**config.mk**
```make
export PLATFORM = sky130hd
export DESIGN_NAME = seq_deser
export DESIGN_NICKNAME = d
export VERILOG_FILES = /design/src/rtl/seq_deser.sv
export SDC_FILE = /design/constraint.sdc
export NUM_CORES = 1
export LEC_CHECK = 0
export CORE_ASPECT_RATIO = 1.1
export CORE_MARGIN = 2
export CORE_UTILIZATION = 25
export DETAILED_ROUTE_END_ITERATION = 10
export PLACE_DENSITY_LB_ADDON = 0.3
export SYNTH_ARGS = -nofsm -noshare
export SYNTH_HDL_FRONTEND = slang
export SYNTH_SLANG_ARGS = --single-unit
```
**constraint.sdc**
```tcl
create_clock -name clk -period 1.9 [get_ports clk]
set_input_delay 0.38 -clock clk [delete_from_list [all_inputs] [get_ports clk]]
set_output_delay 0.38 -clock clk [all_outputs]
set_load 0.005 [all_outputs]
```
**src/rtl/seq_deser.sv**
```systemverilog
// ============================================================================
// Module      : seq_deser
// Description : Serial-to-parallel frame collector. Waits for a start bit and
//               shifts in WIDTH data bits LSB-first. Optionally checks an even
//               parity bit (SEQ_DESER_PARITY_EN). Presents each completed word
//               with a one-cycle valid pulse.
// Revision    : 1.0 - initial release
// ============================================================================
`default_nettype none

module seq_deser #(
    parameter int WIDTH = 8
) (
    input  logic             clk,
    input  logic             rst,
    input  logic             d_in,
    input  logic             bit_en,
    output logic [WIDTH-1:0] data_out,
    output logic             data_valid,
    output logic             parity_err,
    output logic             busy
);

    localparam int c_cnt_w = $clog2(WIDTH);
    localparam logic [c_cnt_w-1:0] c_cnt_last = c_cnt_w'(WIDTH - 1);

    typedef enum logic [1:0] {
        S_IDLE   = 2'd0,
`ifdef SEQ_DESER_PARITY_EN
        S_PARITY = 2'd2,
`endif
        S_DATA   = 2'd1
    } state_t;

    state_t             r_state;
    state_t             w_state_nxt;
    logic [c_cnt_w-1:0] r_cnt;
    logic [c_cnt_w-1:0] w_cnt_nxt;
    logic [WIDTH-1:0]   r_shreg;
    logic [WIDTH-1:0]   w_shreg_nxt;
    logic [WIDTH-1:0]   r_data;
    logic [WIDTH-1:0]   w_data_nxt;
    logic               r_valid;
    logic               w_valid_nxt;
    logic [WIDTH-1:0]   w_shifted;

`ifdef SEQ_DESER_PARITY_EN
    logic               r_perr;
    logic               w_perr_nxt;
`endif

    assign w_shifted = {d_in, r_shreg[WIDTH-1:1]};

    always_ff @(posedge clk) begin
        if (rst) begin
            r_state <= S_IDLE;
            r_cnt   <= '0;
            r_shreg <= '0;
            r_data  <= '0;
            r_valid <= 1'b0;
        end else begin
            r_state <= w_state_nxt;
            r_cnt   <= w_cnt_nxt;
            r_shreg <= w_shreg_nxt;
            r_data  <= w_data_nxt;
            r_valid <= w_valid_nxt;
        end
    end

`ifdef SEQ_DESER_PARITY_EN
    always_ff @(posedge clk) begin
        if (rst) begin
            r_perr <= 1'b0;
        end else begin
            r_perr <= w_perr_nxt;
        end
    end
`endif

    always_comb begin
        w_state_nxt = r_state;
        w_cnt_nxt   = r_cnt;
        w_shreg_nxt = r_shreg;
        w_data_nxt  = r_data;
        w_valid_nxt = 1'b0;
`ifdef SEQ_DESER_PARITY_EN
        w_perr_nxt  = 1'b0;
`endif
        case (r_state)
            S_IDLE: begin
                if (bit_en && d_in) begin
                    w_state_nxt = S_DATA;
                    w_cnt_nxt   = '0;
                end
            end
            S_DATA: begin
                if (bit_en) begin
                    w_shreg_nxt = w_shifted;
                    if (r_cnt == c_cnt_last) begin
`ifdef SEQ_DESER_PARITY_EN
                        w_state_nxt = S_PARITY;
`else
                        w_state_nxt = S_IDLE;
                        w_data_nxt  = w_shifted;
                        w_valid_nxt = 1'b1;
`endif
                    end else begin
                        w_cnt_nxt = r_cnt + c_cnt_w'(1);
                    end
                end
            end
`ifdef SEQ_DESER_PARITY_EN
            S_PARITY: begin
                // Even parity: the parity bit plus all data bits XOR to zero.
                if (bit_en) begin
                    w_state_nxt = S_IDLE;
                    w_data_nxt  = r_shreg;
                    w_valid_nxt = 1'b1;
                    w_perr_nxt  = d_in ^ (^r_shreg);
                end
            end
`endif
            default: begin
                w_state_nxt = S_IDLE;
            end
        endcase
    end

    assign data_out   = r_data;
    assign data_valid = r_valid;
    assign busy       = (r_state != S_IDLE);
`ifdef SEQ_DESER_PARITY_EN
    assign parity_err = r_perr;
`else
    assign parity_err = 1'b0;
`endif

endmodule

`default_nettype wire

```
Yosys cells after proc, flatten, opt, wreduce, memory -nomap -nowiden
Index checks and enable logic that the tools add are counted.

operators by class
  $add $sub $neg = 1
  eq/ne operators = 6
  muxes and demuxes = 9
  bitwise gates (word level) = 2
  reductions and logical operators = 9

operators by type and width
  cell                                           number
  two-way mux 3 bit                              3
  != test 2 bit, second input constant           4
  two-way mux 2 bit                              3
  one-hot mux 3 bit (2 select lines)             1
  AND reduction 3 bit                            2
  one-hot mux 2 bit (2 select lines)             1
  AND reduction 4 bit                            1
  nonzero test 2 bit                             2
  adder 3 x 1 -> 3 bit, second input constant    1
  == test 3 bit, second input constant           1
  OR reduction 3 bit                             1
  == test 2 x 1 -> 1 bit, second input constant  1
  zero test 2 bit                                1
  NOT 1 bit                                      2
  AND reduction 2 bit                            1
  logical AND 1 bit                              1
  two-way mux 1 bit                              1

word-level totals
  register bits after elaboration = 22

Depth between registers and ports, before layout
  depth in word-level cells = 4
  gate-level depth with buffers = 6

Worst setup path after synthesis
OpenSTA, ideal clock, no wires.

  kind = register to register
  start = register r_cnt[0]
  end = register r_data[6], in the netlist data_out[6]
  arrival time = 1.105 ns
  setup slack = 0.662 ns
  cell stages (with the launch flop) = 7
  path buffers = 1
  period minus slack after synthesis = 1.238 ns
  cell sequence = dfxtp_1 -> ha_1 -> ha_1 -> and3_1 -> buf_4 -> nand2_1 -> a21oi_1

on the way
  word-level cells in the longest chain between the ends = 2

RTL lines
  element                        line  text
  start: declaration             37    logic [c_cnt_w-1:0] r_cnt;
  start signal: assignment       63    r_cnt <= w_cnt_nxt;
  == test 3 bit                  99    if (r_cnt == c_cnt_last) begin
  AND reduction 3 bit (no line)  --
  end signal: assignment         65    r_data <= w_data_nxt;
  end: declaration               41    logic [WIDTH-1:0] r_data;

No other way between the ends.
A chain may end at the register's enable or synchronous reset.

Final worst setup path
  start = register r_data[4], in the netlist data_out[4]
  end = output port data_out[4]

RTL lines
  element           line  text
  end: declaration  18    output logic [WIDTH-1:0] data_out,

No word-level cell between the ends.

==> flow_metrics.env <==
export IMPL_cts_tree="done"
export IMPL_crit_reg2reg_launch="r_cnt[0]$_SDFFE_PP0P_"
export IMPL_grt_pass1_vias=645
export IMPL_num_fill_cells=336
export IMPL_drt_initial_drc_count=9
export IMPL_endpoint_kind="primary output"
export IMPL_final_cells=143
export IMPL_cap_violations=0
export IMPL_mostFrequentLayoutCells="26 x nand2_1, 20 x dfxtp_1, 17 x a21oi_1"
export IMPL_hold_depth=2
export IMPL_die_y_um=63.2
export IMPL_post_cts_buffers=0
export IMPL_ys_seq_area_share_pct=50.2
export IMPL_period_share_pct=79.6
export IMPL_dpl_cell_area_um2=950
export IMPL_avgSynthCellArea_um2=8.22
export IMPL_r2r_cells=5
export IMPL_vias_per_cell=4.62
export IMPL_cts_buffer_depth=2
export IMPL_final_common_cell="nand2_1"
export IMPL_finalCoreUtilization_pct=31.9
export IMPL_status="finished, final reports clean"
export IMPL_rows=21
export IMPL_synth_cell_types=17
export IMPL_worstPathCellList="clkdlybuf4s50_1"
export IMPL_ff_latch_area_um2=400
export IMPL_worstSetupPathType="reg2out"
export IMPL_place_congestion=0.773
export IMPL_grt_max_degree=21
export IMPL_cts_buffers=3
export IMPL_num_vias=661
export IMPL_vdd_drop_max_mv=0.368
export IMPL_core_area_um2=3050
export IMPL_path_buf_inv=1
export IMPL_multi_input_comb_area_um2=350
export IMPL_synth_top_area_share_pct=50.2
export IMPL_portBuffers=13
export IMPL_io_pins=15
export IMPL_hold_buffers=0
export IMPL_root_buffer="clkbuf_4"
export IMPL_dr_pass1_iters=3
export IMPL_min_from="data_out[3]$_SDFFE_PP0P_"
export IMPL_cp_required_ns=1.52
export IMPL_layout_nets=118
export IMPL_crit_path_max_fanout=2
export IMPL_setup_viol=0
export IMPL_crit_family="buffers and inverters"
export IMPL_clk_pin_slew_ns=0.10
export IMPL_synth_area_leader_cell="dfxtp_1"
export IMPL_drive_gt1_share_pct=7.34
export IMPL_overflow=0
export IMPL_dieArea_um2=3660
export IMPL_synth_seq_cells=20
export IMPL_n_antenna_cell=0
export IMPL_area_growth_pct=22.0
export IMPL_clkSinkCount=20
export IMPL_initial_core_util_pct=26.1
export IMPL_die_w_um=57.8
export IMPL_slowest_stage="clkdlybuf4s50_1"
export IMPL_synthesis_area_um2=797
export IMPL_finalPower_uw=655
export IMPL_setup_tns_final_ns=0
export IMPL_placed_cells=140
export IMPL_period_minus_slack_ns=1.51
export IMPL_clock_skew_ns=0.00435
export IMPL_cts_htree_levels=1
export IMPL_slew_violations=0
export IMPL_grt_pass1_wl_um=2680
export IMPL_r2r_slack_ns=0.50
export IMPL_syn_inst=97
export IMPL_fin_area_um2=972
export IMPL_dp_hpwl_um=1080
export IMPL_rsz0062_at_grt="false"
export IMPL_cpPeakStageDelay_ns=0.50
export IMPL_ant_nets=0
export IMPL_track_usage_pct=9.28
export IMPL_routed_wl_um=1530
export IMPL_antenna_found_initial=0
export IMPL_synth_nets=104
export IMPL_clk_latency_ns=0.29
export IMPL_synth_area_leaders="dfxtp_1 50%, nand2_1 12%, a21oi_1 11%"
export IMPL_start_kind="register"
export IMPL_hold_violations=0
export IMPL_synth_warning_count=0
export IMPL_power_density_nw_per_um2=674
export IMPL_hp_class="reg2reg"
export IMPL_cts_resized=0
export IMPL_remaining_drc_errors=0
export IMPL_critPathArrivalTime_ns=1.13
export IMPL_max_freq_mhz=661
export IMPL_min_to="data_out[3]$_SDFFE_PP0P_"
export IMPL_p_leak_nw=0.332
export IMPL_wire_per_inst_um=10.7
export IMPL_timing_rr_end="data_out[5]$_SDFFE_PP0P_"
## per-layer routing
metal | wire length (µm) | vias to the layer above | GRT usage [%]
met5 | 0 | - | 0
met3 | 68 | 2 | 1.85
li1 | - | 352 | -
met4 | 14 | 0 | 4.36
met2 | 712 | 11 | 14.6
met1 | 732 | 296 | 12.0
## how the worst max path moves through the flow
stage          cells after the start                       end                      from
6_report                           1               data_out[4]  data_out[4]$_SDFFE_PP0P_
5_1_grt                            1               data_out[6]  data_out[6]$_SDFFE_PP0P_
4_1_cts                            1               data_out[4]  data_out[4]$_SDFFE_PP0P_
3_5_place_dp                       4  data_out[5]$_SDFFE_PP0P_                    bit_en
3_3_place_gp                       4  data_out[7]$_SDFFE_PP0P_                    bit_en
2_1_floorplan                      6  data_out[6]$_SDFFE_PP0P_     r_cnt[0]$_SDFFE_PP0P_
## state kept, by name, indices dropped and copies added (netlist names)
register    flops
data_out        8
data_valid      1
r_cnt           3
r_shreg         7
r_state         1
## per-stage QoR
| stage | setup slack [ns] | hold WS [ns] |
|---|---|---|
| finish | 0.388 | 0.458 |
| global route | 0.329 | 0.482 |
| CTS | 0.365 | 0.463 |
| detailed placement | 0.167 | 0.447 |
| global placement | 0.216 | 0.448 |
| floorplan | 0.662 | 0.432 |
## cell type report
type | instances | area share, %
Multi-Input combinational cell | 69 | 36.0
Tap cell | 34 | 4.38
Sequential cell | 20 | 41.2
Inverter | 1 | 0.386
Timing Repair Buffer | 16 | 15.7
Clock buffer | 3 | 2.32
## Yosys cell counts (all sizes together)
master  count
nor3        1
inv         1
clkbuf      2
buf         5
nand3      12
ha          3
nor3b       1
o21ai       1
dfxtp      20
a21oi      17
nor2b       1
a31oi       3
nand2      27
conb        1
and3        2
## cell families after synthesis
| kind of cell | count (synthesis) | synth area share, % |
|---|---|---|
| AO/OA/AOI/OAI | 21 | 13.7 |
| adder cells (fa/ha/maj) | 3 | 4.71 |
| flip-flops | 20 | 50.2 |
| other | 1 | 0.471 |
| buffers and inverters | 8 | 5.81 |
| AND/OR/NAND/NOR | 44 | 25.1 |
## power breakdown
part	switching [mW]	internal [mW]
sequential	0.00220	0.422
combinational	0.0259	0.0172
clock	0.114	0.0736
total	0.142	0.513
No activity file was read; power rests on OpenSTA's default activity.
